$ cat config.mk
export PLATFORM = sky130hd
export DESIGN_NAME = clk_rst_seq
export DESIGN_NICKNAME = d
export VERILOG_FILES = /design/src/rtl/clk_rst_seq.sv
export SDC_FILE = /design/constraint.sdc
export NUM_CORES = 1
export LEC_CHECK = 0
export BUFFER_PORTS_ARGS = -buffer_cell sky130_fd_sc_hd__buf_2
export CAP_MARGIN = 20
export CORE_UTILIZATION = 45
export DETAILED_ROUTE_END_ITERATION = 6
export HOLD_SLACK_MARGIN = 0.03
export PLACE_DENSITY = 0.59
export SLEW_MARGIN = 30
export SYNTH_ARGS = -nofsm -noshare
export SYNTH_HDL_FRONTEND = slang
export SYNTH_SLANG_ARGS = --single-unit
$ cat constraint.sdc
create_clock -name clk -period 5.85 [get_ports clk]
set_clock_uncertainty 0.05 [all_clocks]
set_input_delay 0 -clock clk [delete_from_list [all_inputs] [get_ports clk]]
set_output_delay 0 -clock clk [all_outputs]
set_load 0.02 [all_outputs]
$ cat src/rtl/clk_rst_seq.sv
// Reset/clock bring-up sequencer on the reference clock: debounces the reset switch,
// pulses the DCM reset, waits for stable lock and releases chip_reset. Define LOCK_LOSS_CNT_EN for lock_loss_cnt.
module clk_rst_seq #(
  parameter logic [15:0] DEBOUNCE_CNT   = 16'd1000,
  parameter logic [15:0] DCM_RST_CYCLES = 16'd4,
  parameter logic [15:0] LOCK_TIMEOUT   = 16'd50000,
  parameter logic [15:0] RELEASE_DELAY  = 16'd256,
  parameter logic [3:0]  MAX_RETRY      = 4'd3
) (
  input  logic       clk,
  input  logic       reset,
  input  logic       reset_sw,
  input  logic       locked,
  output logic       dcm_reset,
  output logic       chip_reset,
  output logic [2:0] seq_state,
  output logic       fail,
  output logic [3:0] retry_cnt
`ifdef LOCK_LOSS_CNT_EN
  ,
  output logic [7:0] lock_loss_cnt
`endif
);

  typedef enum logic [2:0] {
    ST_DCM_RST   = 3'd0,
    ST_WAIT_LOCK = 3'd1,
    ST_STABLE    = 3'd2,
    ST_RUN       = 3'd3,
    ST_FAIL      = 3'd4
  } state_t;

  state_t      r_state;
  logic [15:0] r_cnt;
  logic [15:0] r_db_cnt;
  logic        r_sw_meta, r_sw_s, r_lk_meta, r_lk_s, r_sw_db;
  logic        r_dcm_reset, r_chip_reset, r_fail;
  logic [3:0]  r_retry_cnt;
  logic        w_db_flip, w_db_next, w_force;

  always_ff @(posedge clk or negedge reset) begin
    if (!reset) begin
      r_sw_meta <= 1'b1;
      r_sw_s    <= 1'b1;
      r_lk_meta <= 1'b0;
      r_lk_s    <= 1'b0;
    end else begin
      r_sw_meta <= reset_sw;
      r_sw_s    <= r_sw_meta;
      r_lk_meta <= locked;
      r_lk_s    <= r_lk_meta;
    end
  end

  assign w_db_flip = (r_sw_s != r_sw_db) && (r_db_cnt == DEBOUNCE_CNT - 16'd1);
  assign w_db_next = w_db_flip ? r_sw_s : r_sw_db;
  // Force covers the press edge itself and the release edge, so the restart pulse is full width.
  assign w_force   = !r_sw_db || !w_db_next;

  always_ff @(posedge clk or negedge reset) begin
    if (!reset) begin
      r_sw_db  <= 1'b1;
      r_db_cnt <= 16'd0;
    end else if (r_sw_s == r_sw_db || w_db_flip) begin
      r_sw_db  <= w_db_next;
      r_db_cnt <= 16'd0;
    end else begin
      r_db_cnt <= r_db_cnt + 16'd1;
    end
  end

  always_ff @(posedge clk or negedge reset) begin
    if (!reset) begin
      r_state      <= ST_DCM_RST;
      r_cnt        <= 16'd0;
      r_dcm_reset  <= 1'b1;
      r_chip_reset <= 1'b0;
      r_fail       <= 1'b0;
      r_retry_cnt  <= 4'd0;
    end else if (w_force) begin
      r_state      <= ST_DCM_RST;
      r_cnt        <= 16'd0;
      r_dcm_reset  <= 1'b1;
      r_chip_reset <= 1'b0;
      r_fail       <= 1'b0;
      r_retry_cnt  <= 4'd0;
    end else begin
      case (r_state)
        ST_DCM_RST: begin
          r_dcm_reset  <= 1'b1;
          r_chip_reset <= 1'b0;
          if (r_cnt == DCM_RST_CYCLES - 16'd1) begin
            r_state     <= ST_WAIT_LOCK;
            r_cnt       <= 16'd0;
            r_dcm_reset <= 1'b0;
          end else begin
            r_cnt <= r_cnt + 16'd1;
          end
        end
        ST_WAIT_LOCK: begin
          if (r_lk_s) begin
            r_state <= ST_STABLE;
            r_cnt   <= 16'd0;
          end else if (r_cnt == LOCK_TIMEOUT - 16'd1) begin
            r_cnt <= 16'd0;
            if (r_retry_cnt + 4'd1 == MAX_RETRY) begin
              r_state     <= ST_FAIL;
              r_retry_cnt <= MAX_RETRY;
              r_fail      <= 1'b1;
            end else begin
              r_state     <= ST_DCM_RST;
              r_retry_cnt <= r_retry_cnt + 4'd1;
              r_dcm_reset <= 1'b1;
            end
          end else begin
            r_cnt <= r_cnt + 16'd1;
          end
        end
        ST_STABLE: begin
          if (!r_lk_s) begin
            r_state <= ST_WAIT_LOCK;
            r_cnt   <= 16'd0;
          end else if (r_cnt == RELEASE_DELAY - 16'd1) begin
            r_state      <= ST_RUN;
            r_cnt        <= 16'd0;
            r_chip_reset <= 1'b1;
            r_retry_cnt  <= 4'd0;
          end else begin
            r_cnt <= r_cnt + 16'd1;
          end
        end
        ST_RUN: begin
          r_chip_reset <= 1'b1;
          if (!r_lk_s) begin
            r_state      <= ST_DCM_RST;
            r_cnt        <= 16'd0;
            r_chip_reset <= 1'b0;
            r_dcm_reset  <= 1'b1;
          end
        end
        ST_FAIL: begin
          r_dcm_reset  <= 1'b0;
          r_chip_reset <= 1'b0;
          r_fail       <= 1'b1;
        end
        default: begin
          r_state      <= ST_DCM_RST;
          r_cnt        <= 16'd0;
          r_dcm_reset  <= 1'b1;
          r_chip_reset <= 1'b0;
        end
      endcase
    end
  end

  assign dcm_reset  = r_dcm_reset;
  assign chip_reset = r_chip_reset;
  assign seq_state  = r_state;
  assign fail       = r_fail;
  assign retry_cnt  = r_retry_cnt;

`ifdef LOCK_LOSS_CNT_EN
  // Survives switch presses on purpose; only the power-on reset clears it.
  logic [7:0] r_lock_loss_cnt;
  always_ff @(posedge clk or negedge reset) begin
    if (!reset)
      r_lock_loss_cnt <= 8'd0;
    else if (!w_force && r_state == ST_RUN && !r_lk_s && r_lock_loss_cnt != 8'hFF)
      r_lock_loss_cnt <= r_lock_loss_cnt + 8'd1;
  end
  assign lock_loss_cnt = r_lock_loss_cnt;
`endif

endmodule
# Word level (Yosys, flattened, before mapping)
# Index checks and enable logic that the tools add are counted.
[op_classes] n_eq_ne=24 muxes=43 n_addsub=3 reduce_logical=14
[ops] operator="two-way mux 16 bit" count=8
[ops] operator="one-hot mux 16 bit (5 select lines)" count=1
[ops] operator="adder 16 x 1 -> 16 bit, second input constant" count=2
[ops] operator="two-way mux 3 bit" count=8
[ops] operator="two-way mux 4 bit" count=6
[ops] operator="inequality test 3 bit, second input constant" count=8
[ops] operator="== test 16 x 10 -> 1 bit, second input constant" count=1
[ops] operator="== test 16 bit, second input constant" count=1
[ops] operator="== test 16 x 2 -> 1 bit, second input constant" count=1
[ops] operator="== test 16 x 8 -> 1 bit, second input constant" count=1
[ops] operator="two-way mux 1 bit" count=15
[ops] operator="one-hot mux 3 bit (5 select lines)" count=1
[ops] operator="AND reduction 5 bit" count=3
[ops] operator="inequality test 4 bit, second input constant" count=2
[ops] operator="one-hot mux 4 bit (2 select lines)" count=1
[ops] operator="== test 3 x 2 -> 1 bit, second input constant" count=2
[ops] operator="inequality test 2 bit, second input constant" count=3
[ops] operator="nonzero test 3 bit" count=2
[ops] operator="one-hot mux 1 bit (5 select lines)" count=1
[ops] operator="adder 4 x 1 -> 4 bit, second input constant" count=1
[ops] operator="== test 4 x 2 -> 1 bit, second input constant" count=1
[ops] operator="AND reduction 4 bit" count=1
[ops] operator="== test 3 x 1 -> 1 bit, second input constant" count=1
[ops] operator="== test 3 bit, second input constant" count=1
[ops] operator="10 further kinds" count=12
[totals] elab_cells=96 ff_bits=47

# Depth between registers and ports, before layout
[logic_depth] ltp_word=7 mapped_depth=8 ltp_nobuf=7

# Least setup slack after synthesis
# Ideal clock, no wire load.
[synth_timing] path_kind="reg2reg" start="register r_cnt[0]" end="register r_cnt[2]" setup_slack_ns=3.910 setup_ns=0.121 stages_incl_launch_ff=9 n_path_buf=1 arrival_time_ns=1.769 cell_sequence="dfrtp_1 ha_1 nor4b_1 nand4_1 a22oi_2 a211o_1 buf_6 o21ai_2 a22o_1"
[synth_via] elab_chain_len=5
[synth_lines] element="from (decl)" line="34" source="logic [15:0] r_cnt;"
[synth_lines] element="from (signal assigned)" line="97" source="r_cnt <= r_cnt + 16'd1;"
[synth_lines] element="from (signal assigned)" line="116" source="r_cnt <= r_cnt + 16'd1;"
[synth_lines] element="from (signal assigned)" line="129" source="r_cnt <= r_cnt + 16'd1;"
[synth_lines] element="adder 16 x 1 -> 16 bit (tied with other cells)" line="97, 116, 129"
[synth_lines] element="two-way mux 16 bit (on tied branches)" line="123, 104"
[synth_lines] element="two-way mux 16 bit (on tied branches)" line="120, 101"
[synth_lines] element="one-hot mux 16 bit (5 select lines) *" line="88" source="case (r_state)"
[synth_lines] element="two-way mux 16 bit *" line="80" source="end else if (w_force) begin"
# Every way passes the cells marked *; elsewhere a longest branch is shown, timed or not.
# A chain may end at the register's enable or synchronous reset.

# Final worst setup path
[layout_timing] start="register r_cnt[0]" end="register r_cnt[5]"
# Same word-level chain as after synthesis.

==> impl_summary.md <==
Outcome
The run finished with clean final reports.

Logic synthesis
The top-area cell type share of the netlist area is 42.5%. By area the synthesized netlist is led by sky130_fd_sc_hd__dfrtp_1 42%, sky130_fd_sc_hd__xor2_1 5.5%, sky130_fd_sc_hd__nor2_1 4.7%. Counting flops and latches in the post-synthesis netlist gives 47.

The most numerous cell in the Yosys netlist is sky130_fd_sc_hd__dfrtp_1. The post-synthesis cell type with the largest combined area is sky130_fd_sc_hd__dfrtp_1. The cell count after synthesis is 256.

The post-synthesis cell area is 0.00253 sq mm. After synthesis, the most frequently instantiated cells are 43 x sky130_fd_sc_hd__dfrtp_1, 32 x sky130_fd_sc_hd__nor2_1, 26 x sky130_fd_sc_hd__nand2_1. Counting flops with a built-in enable in the synthesized netlist gives 0. For this run, asynchronously set or reset flops after synthesis account for 100%.

In the synthesized netlist the dominant register cell turns out to be sky130_fd_sc_hd__dfrtp_1. The net count after synthesis is 264. Sequential cells were found to cover 46.6% of the synthesized design area.

The number of different library cells in the post-synthesis netlist is 53. During synthesis, Yosys emitted a total of 0 warnings. In this run the mean area of a mapped cell was 9.90 sq um.

Placement
The estimated wirelength of the detail-placed design is 3370 um. The placed standard-cell area is 0.00265 sq mm. The pre-CTS worst setup slack is 3.53 ns. The congestion estimate from routability-driven global placement came to 0.833. The count of buffers inserted at the top-level ports is 13.

Clock network
The number of gates resized after CTS was 0. The tree is rooted in a sky130_fd_sc_hd__clkbuf_8. TritonCTS built the clock tree. The clock passes through at most 2 buffers. The clock-pin transition on the worst setup and hold timing paths is 0.09 ns. The H-tree was split into 2 levels. Counting every sink on the clock net gives 47. The clock latency on the worst-skew pair is 0.30 ns. After clock tree synthesis, the setup repair step added 0 buffers. The number of buffers inserted during clock tree synthesis is 5.

STA
For the pin with the worst max-slew slack, the measured transition is 0.666 ns. Setup violations remaining at the end of the flow were counted as 0. The timing-limited maximum frequency is 426 MHz. The final count of hold timing violations is 0. The aggregate negative setup slack is 0 ns. Counting I/O delays and the setup requirement, the final critical path takes 2.35 ns. The worst path meets setup with 3.50 ns of slack. The share of the clock period used by the worst path after layout is 40.2%. The max-slew violation total from the final report came to 0.

The worst pin sits at a relative slew slack of 55.2%. Setup repair after global routing left no endpoint under its margin.

Die
The initial standard-cell utilization of the core is 48.1%. The die covers 0.00593 sq mm. The initialized floorplan defines 26 standard-cell rows. The width of the die is 77.0 um. The floorplan core area is 0.00527 sq mm.

The chip height is 77.0 um. Pin placement for this block handled 14 I/O pins.

Setup path
The worst setup path is launched from a flop. The setup path with the least slack is of type reg -> reg. At the worst endpoint, the required time is 5.99 ns. The slack of the worst reg-to-reg path is 3.50 ns. The capturing element type of the critical path is a flop.

Counting cells, the worst reg-to-reg path comes to 7. The peak fanout along the critical path is 11. The startpoint identified for the worst register-to-register timing path is r_cnt[0].

Data arrives at the worst endpoint at 2.49 ns. The endpoint of the worst-slack reg-to-reg timing path is r_cnt[5].

Drt
The number of vias per cell is 5.57. The detailed-router iteration count before antenna repair is 4. The total length of routed wires is 4990 um. The detailed router finished its first iteration with 116 violations. The average routed wire per standard cell is 14.5 um. The routed via count is 1,911.

The remaining antenna violation count after routing is 0. The DRC violation count after routing is 0.

GRT
Global routing consumed, over all layers together, 19.0% of the routing resources. The number of global-route vias before repair is 1,896. Summed over all layers, the global routing overflow is 0. The initial antenna violation count is 0. The first-pass GRT wire length is 8980 um. Entering global routing, the biggest net connects 48 pins.

Flow run
The total of max-cap violations is 0.

Cells and area
After the last flow step, the layout net total stands at 280. The number of filler cells placed in the layout is 493. 0 antenna diodes ended up in the layout. The share of post-route cells with drive strength above 1 is 15.0%. The growth of design area from synthesis to finish is 10.7%. The post-route cell area is 0.00281 sq mm.

Power
The maximum VDD drop is 0.120 mV. The areal power density over the cells is 213 mW/mm^2. The leakage power is 0.00127 uW.

Worst hold path
The class of the tightest hold or removal check is in -> async.
## cell usage in the layout, fill, tap and decap left out, drive strengths merged, types with 2 or more instances in the layout
cell,synthesis,final
a211o,2,2
a211oi,2,2
a21o,7,7
a21oi,3,3
a22o,3,3
a22oi,2,2
a31o,2,2
and2,2,2
and3,8,8
and4,3,3
buf,1,13
clkbuf,6,6
dfrtp,43,43
dfstp,4,4
dlygate4sd3,0,3
ha,4,4
inv,4,5
nand2,26,26
nand3,19,19
nand4,10,10
nor2,33,33
nor2b,5,5
nor3,9,9
nor4,7,7
o21ai,10,10
o311ai,4,4
o31ai,3,3
xnor2,4,4
xor2,16,16
## logic make-up (layout without fill, tap and decap cells)
logic type	count (synthesis)	in the layout	synth area share, %
simple gates	127	127	27.9
flops	47	47	46.6
mux	1	1	0.444
fa+ha+maj	4	4	1.98
compound gates	46	46	14.2
xor+xnor	20	20	6.91
buf+inv	11	28	1.97
## timing repair
item	in CTS	in global routing
setup endpoints to repair	0	0
endpoints found under the hold margin	45	0
hold buffers	3	0
## state kept, by name, indices dropped and copies added (netlist names)
signal	flops
retry_cnt	4
r_sw_s	1
fail	1
seq_state	3
r_sw_db	1
r_cnt	16
r_db_cnt	16
r_lk_s	1
r_sw_meta	1
chip_reset	1
r_lk_meta	1
dcm_reset	1
## cell type report
| cell class | count | area (sq um) | area share, % |
|---|---|---|---|
| Clock buffer | 6 | 82.6 | 2.94 |
| Clock inverter | 2 | 38.8 | 1.38 |
| Tap cell | 70 | 87.6 | 3.12 |
| Inverter | 4 | 15.0 | 0.535 |
| Timing Repair Buffer | 16 | 97.6 | 3.48 |
| Multi-Input combinational cell | 198 | 1300 | 46.4 |
| Sequential cell | 47 | 1180 | 42.1 |
## critical path: stages (launching register included)
cell and delay (ns):
sky130_fd_sc_hd__dfrtp_1 0.42, sky130_fd_sc_hd__ha_1 0.31, sky130_fd_sc_hd__nor4b_1 0.26, sky130_fd_sc_hd__nand4_1 0.17, sky130_fd_sc_hd__a22oi_2 0.27, sky130_fd_sc_hd__a211o_1 0.40
sky130_fd_sc_hd__o21ai_0 0.15, sky130_fd_sc_hd__a22o_1 0.19
## stage by stage
stage / instances / utilization, % / total power, uW / hold slack [ns]
detailed placement: 332 / 50.4 / 351 / 0.000766
floorplan: 256 / - / 342 / -0.346
finish: 343 / 53.2 / 599 / 0.187
CTS: 343 / 53.2 / 610 / 0.206
global placement: 332 / 50.3 / 351 / 0.0563
global route: 343 / 53.2 / 621 / 0.253
## per-layer routing
layer	vias up	share of wire (%)	GRT usage (%)	wire, um
met4	0	1.0	5.66	52
met3	6	4.4	3.57	218
met5	-	0	0	0
met1	906	50	27.3	2510
met2	40	44	29.0	2200
li1	959	-	-	-
## power breakdown
group,internal (uW),leakage [uW],switching (uW),total [uW]
combinational,4.26,0.000577,9.81,14.1
clock,141,0.0000618,113,253
sequential,328,0.000636,3.07,331
total,473,0.00127,125,599
## worst max-delay path by stage
stage	slack [ns]	end	from	cells after the start
after CTS	3.51	r_cnt[5]	r_cnt[0]	7
after global placement	3.60	r_cnt[5]	r_cnt[0]	7
final	3.50	r_cnt[5]	r_cnt[0]	7
after detailed placement	3.53	r_cnt[5]	r_cnt[0]	7
after floorplan	3.91	r_cnt[2]	r_cnt[0]	8
after global routing	3.23	r_cnt[5]	r_cnt[1]	7
Note: power is estimated with default switching activity, not from simulation.
